**config.mk**
```make
export PLATFORM = sky130hd
export DESIGN_NAME = rom_arbiter_flat
export DESIGN_NICKNAME = d
export VERILOG_FILES = /design/src/rtl/rom_arb_pkg.sv /design/src/rtl/rom_arbiter_if.sv /design/src/rtl/rom_arbiter_tag_pipe.sv /design/src/rtl/rom_arbiter.sv /design/src/flat_wrapper.sv
export SDC_FILE = /design/constraint.sdc
export NUM_CORES = 1
export LEC_CHECK = 0
export BUFFER_PORTS_ARGS = -buffer_cell sky130_fd_sc_hd__clkbuf_2
export CORE_MARGIN = 2
export CORE_UTILIZATION = 44
export CTS_CLUSTER_SIZE = 12
export DETAILED_ROUTE_END_ITERATION = 10
export GPL_TIMING_DRIVEN = 0
export HOLD_SLACK_MARGIN = 0.08
export PLACE_DENSITY = 0.85
export SLEW_MARGIN = 20
export SYNTH_ARGS = -nofsm -noshare
export SYNTH_HDL_FRONTEND = slang
export SYNTH_SLANG_ARGS = --single-unit
```
**constraint.sdc**
```tcl
create_clock -name clk -period 2.8 [get_ports clk]
set_clock_uncertainty 0.15 [all_clocks]
set_input_delay 0.14 -clock clk [delete_from_list [all_inputs] [get_ports clk]]
set_output_delay 0.14 -clock clk [all_outputs]
set_load 0.05 [all_outputs]
```
**src/rtl/rom_arb_pkg.sv**
```systemverilog
// rom_arb_pkg: shared types for the ROM arbiter.
//   arb_state_e : arbitration state (open or locked to one owner)
//   tag_t       : per-read tag {valid, id} carried alongside the ROM latency
package rom_arb_pkg;

  localparam int unsigned CNT_W = 8;  // holds burst counts up to 255

  typedef enum logic {
    ARB_OPEN   = 1'b0,
    ARB_LOCKED = 1'b1
  } arb_state_e;

  typedef struct packed {
    logic valid;
    logic id;
  } tag_t;

endpackage

```
**src/rtl/rom_arbiter_if.sv**
```systemverilog
// rom_arbiter_if: one requester's read request/response bundle.
//   req_valid/req_addr/req_lock : request from the requester
//   req_ready                   : grant from the arbiter (combinational)
//   rsp_valid/rsp_data          : single-cycle read response
// modport master is the requester side, slave is the arbiter side.
interface rom_arbiter_if #(
  parameter int unsigned ADDR_W = 18,
  parameter int unsigned DATA_W = 24
);

  logic              req_valid;
  logic [ADDR_W-1:0] req_addr;
  logic              req_lock;
  logic              req_ready;
  logic              rsp_valid;
  logic [DATA_W-1:0] rsp_data;

  modport master (
    output req_valid, req_addr, req_lock,
    input  req_ready, rsp_valid, rsp_data
  );

  modport slave (
    input  req_valid, req_addr, req_lock,
    output req_ready, rsp_valid, rsp_data
  );

endinterface

```
**src/rtl/rom_arbiter_tag_pipe.sv**
```systemverilog
// tag_pipe: fixed-depth shift register that carries read tags in step with
// the ROM read latency.
//   clk, rst : clock, synchronous active-high reset (clears all tags)
//   tag_in   : tag entering this cycle
//   tag_out  : tag leaving after DEPTH cycles
module tag_pipe
  import rom_arb_pkg::*;
#(
  parameter int unsigned DEPTH = 2
) (
  input  logic clk,
  input  logic rst,
  input  tag_t tag_in,
  output tag_t tag_out
);

  tag_t [DEPTH-1:0] stage;

  // Shift every cycle; reset drops all reads in flight.
  always_ff @(posedge clk) begin
    if (rst) begin
      stage <= '0;
    end else begin
      stage[0] <= tag_in;
      for (int i = 1; i < int'(DEPTH); i++) begin
        stage[i] <= stage[i-1];
      end
    end
  end

  assign tag_out = stage[DEPTH-1];

endmodule

```
**src/rtl/rom_arbiter.sv**
```systemverilog
// rom_arbiter: shares one single-port synchronous ROM between two requesters.
// Round-robin grant with optional burst locking; each read is tagged and its
// data returned to the issuing requester LATENCY+1 cycles after the grant.
//   clk, rst : clock, synchronous active-high reset
//   req0     : requester 0 bundle (slave side)
//   req1     : requester 1 bundle (slave side)
//   rom_addr : registered ROM address
//   rom_data : ROM read data, passed straight through to rsp_data
module rom_arbiter
  import rom_arb_pkg::*;
#(
  parameter int unsigned ADDR_W    = 18,
  parameter int unsigned DATA_W    = 24,
  parameter int unsigned LATENCY   = 2,
  parameter int unsigned MAX_BURST = 8
) (
  input  logic              clk,
  input  logic              rst,
  rom_arbiter_if.slave      req0,
  rom_arbiter_if.slave      req1,
  output logic [ADDR_W-1:0] rom_addr,
  input  logic [DATA_W-1:0] rom_data
);

  localparam logic [CNT_W-1:0] BURST_CAP = CNT_W'(MAX_BURST);
  localparam logic             CAN_LOCK  = (MAX_BURST > 1);

  arb_state_e       state, state_n;
  logic             owner, owner_n;
  logic [CNT_W-1:0] count, count_n;
  logic             prio, prio_n;
  logic             gnt0, gnt1;
  logic             gnt_lock;
  tag_t             tag_in, tag_out;
  logic             rsp0_q, rsp1_q;

  // Arbitration state register.
  always_ff @(posedge clk) begin
    if (rst) begin
      state <= ARB_OPEN;
      owner <= 1'b0;
      count <= '0;
      prio  <= 1'b0;
    end else begin
      state <= state_n;
      owner <= owner_n;
      count <= count_n;
      prio  <= prio_n;
    end
  end

  // Grant decision and next arbitration state.
  always_comb begin
    state_n  = state;
    owner_n  = owner;
    count_n  = count;
    prio_n   = prio;
    gnt0     = 1'b0;
    gnt1     = 1'b0;
    gnt_lock = 1'b0;
    if (!rst) begin
      unique case (state)
        ARB_OPEN: begin
          if (req0.req_valid && (!req1.req_valid || !prio)) begin
            gnt0 = 1'b1;
          end else if (req1.req_valid) begin
            gnt1 = 1'b1;
          end
          gnt_lock = gnt1 ? req1.req_lock : req0.req_lock;
          if (gnt0 || gnt1) begin
            prio_n = gnt0;  // point at the requester not just served
            // A burst cap of 1 means the locking grant is already the last one.
            if (gnt_lock && CAN_LOCK) begin
              state_n = ARB_LOCKED;
              owner_n = gnt1;
              count_n = CNT_W'(1);
            end
          end
        end
        ARB_LOCKED: begin
          gnt0     = !owner && req0.req_valid;
          gnt1     = owner && req1.req_valid;
          gnt_lock = owner ? req1.req_lock : req0.req_lock;
          if (gnt0 || gnt1) begin
            count_n = count + CNT_W'(1);
          end
          // Owner idle, lock released, or cap reached: reopen, favour the other side.
          if (!(gnt0 || gnt1) || !gnt_lock || (count_n >= BURST_CAP)) begin
            state_n = ARB_OPEN;
            prio_n  = !owner;
            count_n = '0;
          end
        end
      endcase
    end
  end

  assign req0.req_ready = gnt0;
  assign req1.req_ready = gnt1;

  // ROM address loads only on a grant so it stays quiet when idle.
  always_ff @(posedge clk) begin
    if (rst) begin
      rom_addr <= '0;
    end else if (gnt0) begin
      rom_addr <= req0.req_addr;
    end else if (gnt1) begin
      rom_addr <= req1.req_addr;
    end
  end

  // Tags ride LATENCY stages here; the response registers below add the
  // final stage so the total matches the address register plus ROM latency.
  assign tag_in = '{valid: gnt0 || gnt1, id: gnt1};

  tag_pipe #(
    .DEPTH (LATENCY)
  ) u_tag_pipe (
    .clk     (clk),
    .rst     (rst),
    .tag_in  (tag_in),
    .tag_out (tag_out)
  );

  // Per-requester response valid, registered.
  always_ff @(posedge clk) begin
    if (rst) begin
      rsp0_q <= 1'b0;
      rsp1_q <= 1'b0;
    end else begin
      rsp0_q <= tag_out.valid && !tag_out.id;
      rsp1_q <= tag_out.valid && tag_out.id;
    end
  end

  assign req0.rsp_valid = rsp0_q;
  assign req1.rsp_valid = rsp1_q;
  assign req0.rsp_data  = rom_data;
  assign req1.rsp_data  = rom_data;

endmodule
```
**src/flat_wrapper.sv**
```systemverilog
// flat-port wrapper written by rule: the top's interface ports become plain ports
module rom_arbiter_flat import rom_arb_pkg::*;
#(
  parameter int unsigned ADDR_W    = 18,
  parameter int unsigned DATA_W    = 24,
  parameter int unsigned LATENCY   = 2,
  parameter int unsigned MAX_BURST = 8
)
  (clk, rst, rom_addr, rom_data, req0_req_valid, req0_req_addr, req0_req_lock, req0_req_ready, req0_rsp_valid, req0_rsp_data, req1_req_valid, req1_req_addr, req1_req_lock, req1_req_ready, req1_rsp_valid, req1_rsp_data);
  rom_arbiter_if #(.ADDR_W(ADDR_W), .DATA_W(DATA_W)) req0_i ();
  rom_arbiter_if #(.ADDR_W(ADDR_W), .DATA_W(DATA_W)) req1_i ();
  input  logic clk;
  input  logic rst;
  output logic [ADDR_W-1:0] rom_addr;
  input  logic [DATA_W-1:0] rom_data;
  input wire logic [$bits(req0_i.req_valid)-1:0] req0_req_valid;
  input wire logic [$bits(req0_i.req_addr)-1:0] req0_req_addr;
  input wire logic [$bits(req0_i.req_lock)-1:0] req0_req_lock;
  output wire logic [$bits(req0_i.req_ready)-1:0] req0_req_ready;
  output wire logic [$bits(req0_i.rsp_valid)-1:0] req0_rsp_valid;
  output wire logic [$bits(req0_i.rsp_data)-1:0] req0_rsp_data;
  input wire logic [$bits(req1_i.req_valid)-1:0] req1_req_valid;
  input wire logic [$bits(req1_i.req_addr)-1:0] req1_req_addr;
  input wire logic [$bits(req1_i.req_lock)-1:0] req1_req_lock;
  output wire logic [$bits(req1_i.req_ready)-1:0] req1_req_ready;
  output wire logic [$bits(req1_i.rsp_valid)-1:0] req1_rsp_valid;
  output wire logic [$bits(req1_i.rsp_data)-1:0] req1_rsp_data;
  assign req0_i.req_valid = req0_req_valid;
  assign req0_i.req_addr = req0_req_addr;
  assign req0_i.req_lock = req0_req_lock;
  assign req0_req_ready = req0_i.req_ready;
  assign req0_rsp_valid = req0_i.rsp_valid;
  assign req0_rsp_data = req0_i.rsp_data;
  assign req1_i.req_valid = req1_req_valid;
  assign req1_i.req_addr = req1_req_addr;
  assign req1_i.req_lock = req1_req_lock;
  assign req1_req_ready = req1_i.req_ready;
  assign req1_rsp_valid = req1_i.rsp_valid;
  assign req1_rsp_data = req1_i.rsp_data;
  rom_arbiter #(.ADDR_W(ADDR_W), .DATA_W(DATA_W), .LATENCY(LATENCY), .MAX_BURST(MAX_BURST)) u_core (.clk(clk), .rst(rst), .req0(req0_i), .req1(req1_i), .rom_addr(rom_addr), .rom_data(rom_data));
endmodule
```
==> reports/qor.yml, run 1 <==
crit_family: "buffers and inverters"
place.gp.congestion: 0.862
gr-total-overflow: 0
cts_resized: 0
drv_slew: 0
die_area_um2: 4790
holdPathEnd: "u_core.count[0]"
synthAdderAreaFrac_pct: 0.669
wl_per_cell_um: 12.9
worstSkewPairLatency_ps: 280
cp.required_ps: 2880
drtIter0Drc: 131
rr_startpoint: "u_core.prio"
synth_top_cell_area_share_pct: 37.5
cts_tree: "yes"
path_cells: "nand2b_1 > o2111ai_1 > clkbuf_1 > o221a_2 > dlygate4sd3_1"
area_growth_pct: 56.6
dp_hpwl_mm: 3.43
synth_xor_area_share_pct: 0
synth.area.mux_share_pct: 0.602
cts.clk_slew.worst_paths_ps: 70
hp-start: "rst"
yosysMostFrequentCell: "buf_4"
yosysWarnings: 0
core-area_um2: 4060
run_status: "finished, final reports clean"
reg2reg_depth: 5
grt_pass1_vias: 1970
async_reset_ff_share_pct: 0
htreeDepth: 2
drive_above_1_share_pct: 52.2
postCtsSetupBuffers: 0
synthTopCellsByArea: "dfxtp_1 37%, buf_4 19%, o221a_2 6.0%"
synth_top_area_cell: "dfxtp_1"
port_buffers: 110
fmax_mhz: 445
fin_crit_sh_pct: 80.3
slew_headroom_pct: 67.1
tightest_slew_ps: 493
rows: 23
root_buffer: "clkbuf_8"
clockBufferDepth: 2
yosysSeqAreaShare_pct: 37.5
numCtsBuffers: 5
critPathCaptureType: "flop"
viasPerCell: 4.84
drcViolationCount: 0
p_per_area_nw_per_um2: 505
synth_edf_count: 0
grt_usage_pct: 22.3
setup_viol: 0
hold_violations: 0
cpMaxStageDelayCell: "dlygate4sd3_1"
die_w_um: 69.2
arrival_ps: 2330
synth_top_family_by_area: "buffers and inverters"
n_antenna_cell: 0
period_needed_ps: 2250
nets: 422
hold_depth: 3
ys_types: 41
postCtsHoldBufs: 36
boundaryPins: 136
fin_setup_tns_ps: 0
grt_setup_unrepaired: "false"
grt_pass1_wl_mm: 8.69
hold_class: "in2reg"
critical-path-max-stage-delay_ps: 560
vias: 1966
crit_fanout: 10
finalWirelength_mm: 5.23
syn-cell-area_um2: 1870
antenna_found_initial: 0
cp-start-kind: "flop"
ys.flop_type: "dfxtp_1"
grt_max_degree: 12
crit_type: "reg2reg"
reg2reg_to: "u_core.rom_addr[2]"
r2r_slack_ps: 550
synth_area_per_cell_um2: 9.26
start_util_pct: 46.1
synthSimpleGateAreaFrac_pct: 9.63
synth_compound_area_share_pct: 24.1
power.leakage_nw: 1.59
die_y_um: 69.2
placed_area_um2: 2480
cp.depth: 5
peakVddDrop_uv: 328
crit_buf_inv: 2
syn-instance-count: 202
synthesis.nets: 269
synth_top_cells_by_count: "48 x buf_4, 35 x dfxtp_1, 23 x inv_1, 18 x a21oi_1, 10 x o221a_2"
design_area_um2: 2930
synth_seq_cells: 35
first_pass_iters: 4
ant_nets: 0
cap_violations: 0
numClockSinks: 35
[flip-flops by register name, summed over array words and instances, names as in the netlist]
| name | count |
|---|---|
| u_core.req1.rsp_valid | 1 |
| u_core.count | 8 |
| u_core.req0.rsp_valid | 1 |
| u_core.rom_addr | 18 |
| u_core.owner | 1 |
| u_core.u_tag_pipe.tag_out | 2 |
| u_core.prio | 1 |
| u_core.state | 1 |
| u_core.u_tag_pipe.stage | 2 |
[metal layers]
metal	wire, um	GRT usage [%]	up-vias
li1	-	-	965
met1	1980	23.0	883
met3	354	5.52	19
met2	2700	40.6	99
met4	192	12.6	0
met5	0	0	-
[final cells by class]
type                    count  area (um^2)
flip-flops and latches     35          701
multi-input cells          85          656
well taps                  50         62.6
fillers                   314         1130
plain buffers              58          424
inverters                  24         90.1
clock inverters             2         12.5
repair buffers            146          911
clock buffers               6         72.6
[cells by family after synthesis]
family | after synthesis
buffers and inverters | 82
AO/OA/AOI/OAI | 54
flip-flops | 35
AND/OR/NAND/NOR | 29
multiplexers | 1
adder cells (fa/ha/maj) | 1
[how the worst max path moves through the flow]
stage                     from                   to  slack, ps
2_1_floorplan  u_core.count[0]          u_core.prio       1170
3_3_place_gp       u_core.prio       req1_req_ready       1020
3_5_place_dp       u_core.prio       req1_req_ready       1010
4_1_cts           u_core.state   u_core.rom_addr[7]        590
5_1_grt            u_core.prio  u_core.rom_addr[10]        360
6_report           u_core.prio   u_core.rom_addr[2]        550
[worst min-delay path, cell delays in order]
cell	delay, ps
buf_2	200
a211o_1	130
o31ai_1	60
[through the flow]
step           cells  power (mW)  hold WS [ps]  setup WS, ps  util [%]
2_1_floorplan    202       0.958           178          1170         -
5_1_grt          406        1.54           153           359      72.2
6_report         406        1.48           134           551      72.2
3_5_place_dp     362        1.07           260          1010      61.2
3_3_place_gp     362        1.06           252          1020      61.2
4_1_cts          406        1.48           126           589      72.2
[layout by cell type, fill, tap and decap left out, drive strengths merged]
cell         instances
a32o                 1
o21a                 1
clkbuf             118
a311oi               1
or3                  2
a221oi               1
nand2b               4
a211o                2
nand2                4
nand4                1
a32oi                1
nor3                 1
and3                 3
a21oi               18
a31oi                2
dfxtp               35
a2111oi              1
and2                 6
o2111a               1
nor2b                2
dlygate4sd3         36
o21ai                2
inv                 24
o221a               19
clkinv               1
nor3b                2
mux2                 1
nor4                 1
and3b                1
o2111ai              1
ha                   1
a21o                 1
buf                 56
clkinvlp             1
o31ai                2
nor2                 1
and4                 1
[report_power, final]
part           switching (mW)  total [mW]  leakage [nW]  internal (mW)
Sequential             0.0224       0.559         0.288          0.537
Clock                   0.180       0.354        0.0412          0.174
Combinational           0.356       0.567          1.26          0.211
Total                   0.558        1.48          1.59          0.921
Power figures use the tool's default switching activity.
==> inputs of run 2 (changes only) <==
Settings changed: ABC_AREA set to 1, CORE_UTILIZATION 44 to 43, PLACE_DENSITY 0.85 to 0.8.
Clock period 2.8 ns to 2.2 ns, I/O delays scaled along.
==> reports/qor.yml, run 2 <==
whs_ps: 110
p_per_area_nw_per_um2: 616
synth_edf_count: 0
fmax_mhz: 479
run_status: "finished, final reports clean"
cts_tree: "yes"
synth_seq_cells: 35
ant_nets: 0
rr_startpoint: "u_core.owner"
clockBufferDepth: 2
holdPathEnd: "u_core.u_tag_pipe.stage[0]"
syn-cell-area_um2: 2120
critPathCaptureType: "flop"
drv_slew: 0
finalWirelength_mm: 5.86
synth_top_cells_by_count: "66 x nand2_1, 52 x nor2_1, 50 x buf_4, 35 x dfxtp_1, 32 x inv_1"
period_needed_ps: 2090
final_util_pct: 69.0
place.gp.congestion: 0.831
cts.clk_slew.worst_paths_ps: 70
grt_usage_pct: 21.4
setup_viol: 0
synth_area_per_cell_um2: 6.80
numClockSinks: 35
vias: 2397
antenna_found_initial: 0
arrival_ps: 2120
die_area_um2: 5500
ys.flop_type: "dfxtp_1"
slew_headroom_pct: 67.7
grt_pass1_wl_mm: 9.18
drive_above_1_share_pct: 42.9
tightest_slew_ps: 485
core-area_um2: 4720
synthTopCellsByArea: "dfxtp_1 33%, buf_4 18%, nand2_1 12%"
start_util_pct: 44.8
boundaryPins: 136
r2r_slack_ps: 110
root_buffer: "clkbuf_8"
first_pass_iters: 4
die_w_um: 74.1
synth_top_area_cell: "dfxtp_1"
cp.required_ps: 2230
reg2reg_depth: 8
yosysMostFrequentCell: "nand2_1"
worstSkewPairLatency_ps: 280
cap_violations: 0
fin_crit_sh_pct: 94.8
yosysSeqAreaShare_pct: 33.1
nets: 539
reg_top3: "u_core.rom_addr x18, u_core.count x8"
hold_class: "in2reg"
async_reset_ff_share_pct: 0
numCtsBuffers: 5
hold_depth: 4
gr-total-overflow: 0
synthesis.nets: 378
crit_fanout: 10
grt_pass1_vias: 2190
port_buffers: 111
cp-start-kind: "flop"
viasPerCell: 4.44
hp-start: "rst"
largest_reg_flops: 18
ys_types: 26
rows: 25
drcViolationCount: 0
power.leakage_nw: 1.75
area_growth_pct: 53.9
drtIter0Drc: 104
final_cell_mix: "111 x clkbuf_2, 66 x nand2_1, 55 x buf_4"
regMostFlops: "u_core.rom_addr"
dp_hpwl_mm: 3.94
wl_per_cell_um: 10.8
n_antenna_cell: 0
crit_type: "reg2reg"
peakVddDrop_uv: 381
synth_top_cell_area_share_pct: 33.1
die_y_um: 74.1
reg2reg_to: "u_core.rom_addr[10]"
grt_max_degree: 11
yosysWarnings: 0
final_common_cell: "clkbuf_2"
fin_setup_tns_ps: 0
htreeDepth: 2
hold_violations: 0
p_total_mw: 2.01
syn-instance-count: 311
[run 2: changes by cell type in the layout (fill, tap and decap cells not counted), sizes merged, moves of 4 or more]
cell and delta:
o221a -19, and2 -6, nor2 +70, inv +10, o21ai +4, a21oi +6
nand2 +65, nand2b -4, nand3 +8
[run 2: layout make-up]
| cell class | count | area (um^2) |
|---|---|---|
| fill | 413 | 1470 |
| timing repair buffer | 154 | 973 |
| multi-input combinational | 186 | 870 |
| sequential | 35 | 701 |
| buffer | 56 | 420 |
| inverter | 34 | 128 |
| tap | 67 | 83.8 |
| clock buffer | 7 | 76.3 |
| clock inverter | 1 | 5.00 |
[run 2: kinds of logic (layout without fill, tap and decap cells)]
kind of cell               count (synthesis)  in the layout  share of synthesized area [%]
and+or+nand+nor                          152            152                           30.9
buffers and inverters                     90            252                           25.8
DFF                                       35             35                           33.1
AOI/OAI and AO/OA                         32             32                           9.23
adders and majority gates                  1              1                          0.591
xor gates and xnor gates                   1              1                          0.414
[run 2: worst max-delay path by stage]
stage	startpoint	to
after global routing	u_core.owner	u_core.rom_addr[10]
final	u_core.owner	u_core.rom_addr[10]
after detailed placement	u_core.count[0]	u_core.prio
after floorplan	u_core.count[0]	u_core.prio
after global placement	u_core.state	req1_req_ready
after CTS	u_core.owner	u_core.rom_addr[13]
[run 2: critical path: stages (launching register included)]
cell and delay (ps):
dfxtp_1 360, inv_2 80, nand2_2 80, o21ai_4 240
clkbuf_4 260, a21oi_1 100, nand2_1 100, dlygate4sd3_1 570
nor2_2 40
[run 2: layer usage]
metal / track usage (%) / vias up / routed length (um)
li1: - / 1216 / -
met2: 39.7 / 98 / 3160
met1: 23.0 / 1069 / 2170
met4: 10.1 / 0 / 154
met5: 0 / - / 0
met3: 4.74 / 14 / 375
[run 2: report_power, final]
part	switching, mW	internal (mW)	total [mW]
clock	0.221	0.222	0.443
combinational	0.547	0.298	0.845
sequential	0.0338	0.685	0.718
total	0.802	1.20	2.01
[run 2: timing repair]
action,4_1_cts,5_1_grt
hold buffers,38,0
endpoints found under the setup margin,0,16
endpoints found under the hold margin,21,0
resized for setup,0,1
setup buffers,0,5
[run 2: stage by stage]
| stage | cell area (um^2) | worst slack [ps] | cells |
|---|---|---|---|
| 2_1_floorplan | 2120 | 727 | 311 |
| 3_3_place_gp | 2760 | 520 | 489 |
| 3_5_place_dp | 2760 | 517 | 489 |
| 4_1_cts | 3220 | 54.7 | 535 |
| 5_1_grt | 3260 | -5.35 | 540 |
| 6_report | 3260 | 114 | 540 |
